$ cat config.mk
export PLATFORM = sky130hd
export DESIGN_NAME = bcd_display_ctrl
export DESIGN_NICKNAME = d
export VERILOG_FILES = /design/src/rtl/bcd_display_ctrl.sv
export SDC_FILE = /design/constraint.sdc
export NUM_CORES = 1
export LEC_CHECK = 0
export CORE_MARGIN = 10
export CORE_UTILIZATION = 48
export DETAILED_ROUTE_END_ITERATION = 10
export MAX_ROUTING_LAYER = met4
export PLACE_DENSITY = 0.79
export SLEW_MARGIN = 20
export SYNTH_ARGS = -nofsm -noshare
export SYNTH_HDL_FRONTEND = slang
export SYNTH_SLANG_ARGS = --single-unit
$ cat constraint.sdc
create_clock -name clk -period 1.5 [get_ports clk]
set_input_delay 0.45 -clock clk [delete_from_list [all_inputs] [get_ports clk]]
set_output_delay 0.45 -clock clk [all_outputs]
set_load 0.03 [all_outputs]
$ cat src/rtl/bcd_display_ctrl.sv
// Binary-to-BCD sequencing controller for the seven-segment decoder bank (double-dabble, one bit per cycle).
// Optional leading-zero blanking is compiled in with `define LEADING_ZERO_BLANK_EN.
module bcd_display_ctrl #(
  parameter int IN_W = 8,
  parameter int NDIG = 3
) (
  input  logic                clk,
  input  logic                rst_n,
  input  logic                start,
  input  logic [IN_W-1:0]     value,
  output logic                busy,
  output logic                done,
  output logic [4*NDIG-1:0]   digits,
  output logic [NDIG-1:0]     blank,
  output logic                ovf
);

  // Handshake: start is sampled only in IDLE. busy is high from the accepting
  // edge until the edge that leaves DONE. done pulses for one cycle, and
  // digits/blank/ovf are valid from that cycle until the next done.

  localparam int SW = 4*NDIG + 4;
  localparam int CW = $clog2(IN_W + 1);
  localparam int unsigned LIMIT = 10**NDIG;

  typedef enum logic [1:0] {IDLE, CONV, DONE} state_t;

  state_t              state;
  logic [IN_W-1:0]     shreg;
  logic [SW-1:0]       scratch;
  logic [CW-1:0]       cnt;
  logic                ovf_flag;

  logic [SW-1:0]       adj;
  logic [SW-1:0]       scratch_nxt;
  logic [IN_W-1:0]     shreg_nxt;
  logic [4*NDIG-1:0]   digits_nxt;

  // One double-dabble step: correct nibbles >= 5, then shift the pair left.
  always_comb begin
    adj = scratch;
    for (int i = 0; i < NDIG + 1; i++) begin
      if (scratch[4*i +: 4] >= 4'd5)
        adj[4*i +: 4] = scratch[4*i +: 4] + 4'd3;
    end
    {scratch_nxt, shreg_nxt} = {adj, shreg} << 1;
    digits_nxt = ovf_flag ? {NDIG{4'd9}} : scratch_nxt[4*NDIG-1:0];
  end

  always_ff @(posedge clk or negedge rst_n) begin
    if (!rst_n) begin
      state    <= IDLE;
      busy     <= 1'b0;
      done     <= 1'b0;
      ovf      <= 1'b0;
      digits   <= '0;
      shreg    <= '0;
      scratch  <= '0;
      cnt      <= '0;
      ovf_flag <= 1'b0;
    end else begin
      case (state)
        IDLE: begin
          done <= 1'b0;
          if (start) begin
            shreg    <= value;
            scratch  <= '0;
            cnt      <= CW'(IN_W);
            ovf_flag <= (32'(value) >= LIMIT);
            busy     <= 1'b1;
            state    <= CONV;
          end
        end
        CONV: begin
          scratch <= scratch_nxt;
          shreg   <= shreg_nxt;
          cnt     <= cnt - 1'b1;
          if (cnt == CW'(1)) begin
            digits <= digits_nxt;
            ovf    <= ovf_flag;
            done   <= 1'b1;
            state  <= DONE;
          end
        end
        DONE: begin
          done  <= 1'b0;
          busy  <= 1'b0;
          state <= IDLE;
        end
        default: state <= IDLE;
      endcase
    end
  end

`ifdef LEADING_ZERO_BLANK_EN
  logic [NDIG-1:0] blank_nxt;
  logic            upper_zero;

  // Blank digit i when it and everything above it is zero; digit 0 always shows.
  always_comb begin
    blank_nxt  = '0;
    upper_zero = 1'b1;
    for (int i = NDIG - 1; i > 0; i--) begin
      upper_zero   = upper_zero && (digits_nxt[4*i +: 4] == 4'd0);
      blank_nxt[i] = upper_zero && !ovf_flag;
    end
  end

  always_ff @(posedge clk or negedge rst_n) begin
    if (!rst_n)
      blank <= '0;
    else if (state == CONV && cnt == CW'(1))
      blank <= blank_nxt;
  end
`else
  assign blank = '0;
`endif

endmodule

==> results.py <==
metrics = {
    "route": {
        "drtIter0Drc": 74,
        "avgRoutedWirePerCell_um": 15.1,
        "ant_nets": 0,
        "vias": 1461,
        "drt_drc_violations_left": 0,
        "firstDrtPassIters": 6,
        "routed_wirelength_um": 4220,
        "vias_per_cell": 5.22,
    },
    "job": {
        "maxCapViolCount": 0,
    },
    "critical_path": {
        "critPathSlowestCell": "sky130_fd_sc_hd__dfrtp_1",
        "start_kind": "flip-flop",
        "timing.critical_path.to_type": "flip-flop",
        "crit_family": "simple AND/OR/NAND/NOR gates",
        "worstSetupPathType": "flip-flop to flip-flop",
        "cp_data_arrival_time_ps": 1650,
        "crit_chain": "inv_2 -> ha_1 -> nor3b_4 -> nand2_8 -> clkinv_8 -> mux2_4",
        "critPathRequiredTime_ps": 1680,
        "critical_path_buf_inv_count": 2,
        "timing.critical_path.fanout_max": 7,
        "maximum_single_stage_delay_on_the_critical_path_ps": 390,
    },
    "timing": {
        "layout_worst_path_cycle_share_pct": 98.2,
        "final.setup_skew_ps": 8.84,
        "fin_tns_setup_ps": 0,
        "fmaxAchievable_mhz": 679,
        "timing_max_transition_violations_final": 0,
        "final_period_minus_worst_setup_slack_ps": 1470,
        "timing_hold_violations_final": 0,
        "setup_repair_after_global_routing_missed_its_margin": "true",
        "timing.final.setup_violations": 0,
        "finalWorstSetupSlack_ps": 27.0,
        "worst_hold_slack_across_all_endpoints_ps": 112,
    },
    "final_layout": {
        "num-fill-cells": 315,
        "finalCoreUtilization_pct": 64.2,
        "seqCellArea_mm2": 0.00100,
        "final_layout_size_suffix_gt1_share_pct": 33.9,
        "postLayoutCellArea_mm2": 0.00259,
        "syn_to_final_growth_pct": 28.4,
        "fin_nets": 248,
        "finish.cell_count_without_fillers": 280,
        "antennaDiodeCount": 0,
        "multi_input_area_um2": 971,
    },
    "floorplan": {
        "die_height_um": 84.8,
        "die_x_um": 84.8,
        "start_util_pct": 50.0,
        "pin_count": 29,
        "rows": 23,
        "fp.dieArea_mm2": 0.00719,
        "core_footprint_mm2": 0.00403,
    },
    "global_routing": {
        "gr-max-usage-layer": "met2",
        "wire_length_of_the_first_global_routing_pass_um": 7180,
        "global_route.overflow_total": 0,
        "grt_max_degree": 41,
        "grt.met1_usage_pct": 13.7,
        "met2_usage_pct": 20.6,
        "antenna_found_initial": 0,
        "grt_util_all_layers_pct": 12.3,
        "groute.layer.met3.usage_pct": 2.61,
        "grt_pass1_vias": 1545,
    },
    "placement": {
        "dp_hpwl_um": 2780,
        "dpl-instance-area_mm2": 0.00235,
        "place_worst_setup_slack_ps": -95.2,
        "dpl.cell_count": 265,
        "gp_congestion": 0.745,
        "port_buffers": 24,
    },
    "worst_hold_path": {
        "hp_class": "input pin to async pin",
    },
    "yosys": {
        "ys_seq_area_share_pct": 49.7,
        "yosysUniqueCellTypes": 31,
        "synth_largest_type_area_fraction_pct": 49.7,
        "netlist_area_mm2": 0.00201,
        "synth_async_sr_flop_share_pct": 100,
        "synthesis.yosys.warnings": 0,
        "yosysTopAreaCell": "sky130_fd_sc_hd__dfrtp_1",
        "synth_area_per_cell_um2": 11.1,
        "synthFlopType": "sky130_fd_sc_hd__dfrtp_1",
        "synth.most_common_cell": "sky130_fd_sc_hd__dfrtp_1",
        "synthesis.instances": 181,
        "synth.area.top_cells": "sky130_fd_sc_hd__dfrtp_1 50%, sky130_fd_sc_hd__mux2_4 5.2%, sky130_fd_sc_hd__ha_1 5.0%, sky130_fd_sc_hd__mux2i_1 5.0%, sky130_fd_sc_hd__o21ai_0 5.0%",
        "number_of_enable_type_register_cells_in_the_synthesized_netlist": 0,
        "synth_top_cells_by_count": "40 x sky130_fd_sc_hd__dfrtp_1, 23 x sky130_fd_sc_hd__nand2_1, 20 x sky130_fd_sc_hd__o21ai_0",
        "number_of_synthesized_register_bits": 40,
    },
    "pwr": {
        "ir_drop_mv": 0.933,
        "finalPower_mw": 6.17,
        "cellPowerDensity_mw_per_mm2": 2380,
        "power.leakage_nw": 1.25,
    },
    "status": {
        "result_of_the_run": "finished clean",
    },
    "clock_network": {
        "ctsLongestPathBuffers": 2,
        "clock_sink_count": 40,
        "cts_buffers": 5,
        "cts_tree": "built",
        "cts.hold.buffers_added": 0,
        "cts_root_buffer": "sky130_fd_sc_hd__clkbuf_8",
        "clk_latency_ps": 290,
        "clock_tree.htree_level_count": 2,
        "cts.reportedPaths.clkPinSlew_ps": 80,
    },
}
## worst reg2reg max path, stage by stage (launching register included)
cell	delay, ps
sky130_fd_sc_hd__dfrtp_1	390
sky130_fd_sc_hd__inv_2	60
sky130_fd_sc_hd__ha_1	130
sky130_fd_sc_hd__nor3b_4	300
sky130_fd_sc_hd__nand2_8	100
sky130_fd_sc_hd__clkinv_8	90
sky130_fd_sc_hd__mux2_4	300
## kinds of logic (layout without fill, tap and decap cells)
| group | count (synthesis) | count (layout) | synth area share (%) |
|---|---|---|---|
| AOI/OAI and AO/OA | 46 | 46 | 14.4 |
| and+or+nand+nor | 45 | 45 | 12.7 |
| DFF | 40 | 40 | 49.7 |
| buffers and inverters | 21 | 67 | 6.58 |
| muxes | 17 | 17 | 10.2 |
| adders and majority gates | 8 | 8 | 4.97 |
| xor gates and xnor gates | 3 | 3 | 1.30 |
| other | 1 | 4 | 0.186 |
## repair_timing
action | CTS | global route
setup endpoints to repair | 8 | 20
gates resized for setup | 5 | 21
buffers inserted | 5 | 2
pin swaps | 1 | 3
## placed cells by master (no fill, tap or decap), types with 2 or more instances in the layout
cell type	synthesis	routed
sky130_fd_sc_hd__ha_1	8	6
sky130_fd_sc_hd__nand2b_4	0	3
sky130_fd_sc_hd__nor3b_1	5	5
sky130_fd_sc_hd__mux2_4	7	7
sky130_fd_sc_hd__clkbuf_2	0	2
sky130_fd_sc_hd__o21ai_2	4	4
sky130_fd_sc_hd__mux2i_1	10	9
sky130_fd_sc_hd__clkbuf_8	0	5
sky130_fd_sc_hd__xnor2_1	3	2
sky130_fd_sc_hd__inv_1	10	6
sky130_fd_sc_hd__dfrtp_1	40	40
sky130_fd_sc_hd__nor3_1	4	4
sky130_fd_sc_hd__nand3_1	3	3
sky130_fd_sc_hd__inv_2	0	4
sky130_fd_sc_hd__a21oi_1	9	8
sky130_fd_sc_hd__a22o_1	8	8
sky130_fd_sc_hd__buf_4	5	35
sky130_fd_sc_hd__o21ai_0	20	18
sky130_fd_sc_hd__a21oi_4	0	3
sky130_fd_sc_hd__o21ai_1	0	2
sky130_fd_sc_hd__conb_1	1	4
sky130_fd_sc_hd__nand2_1	23	23
sky130_fd_sc_hd__clkdlybuf4s50_1	0	9
## sequential cells by signal, indices dropped and copies added, names as in the netlist
signal	count
state	2
busy	1
digits	12
cnt	4
scratch	12
done	1
shreg	8
## area by class of cell
| cell class | count | share of cell area (%) |
|---|---|---|
| flip-flops and latches | 40 | 38.7 |
| clock inverters | 3 | 1.64 |
| repair buffers | 48 | 15.0 |
| inverters | 11 | 2.08 |
| well taps | 50 | 2.42 |
| multi-input cells | 123 | 37.5 |
| clock buffers | 5 | 2.66 |
## worst paths after layout
kind | from | to | slack (ps) | depth (start not counted)
max | cnt[1]$_DFFE_PN0P_ | digits[6]$_DFFE_PN0P_ | 30 | 6
min | rst_n | shreg[6]$_DFFE_PN0P_ | 110 | 2
max reg2reg | cnt[1]$_DFFE_PN0P_ | digits[6]$_DFFE_PN0P_ | 30 | 6
min reg2reg | digits[8]$_DFFE_PN0P_ | digits[8]$_DFFE_PN0P_ | 480 | 2
max in group asynchronous | rst_n | cnt[0]$_DFFE_PN0P_ | 1190 | 2
min in group clk | digits[8]$_DFFE_PN0P_ | digits[8]$_DFFE_PN0P_ | 480 | 2
## power by group
| part | switching (mW) | internal [mW] | leakage [nW] |
|---|---|---|---|
| combinational | 1.69 | 1.63 | 0.695 |
| sequential | 0.412 | 1.56 | 0.499 |
| clock | 0.386 | 0.492 | 0.0541 |
## per-layer routing
metal,up-vias,routed length [µm]
li1,711,-
met5,-,0
met3,7,140
met2,24,2200
met4,0,72
met1,719,1800
No activity file was read; power rests on OpenSTA's default activity.
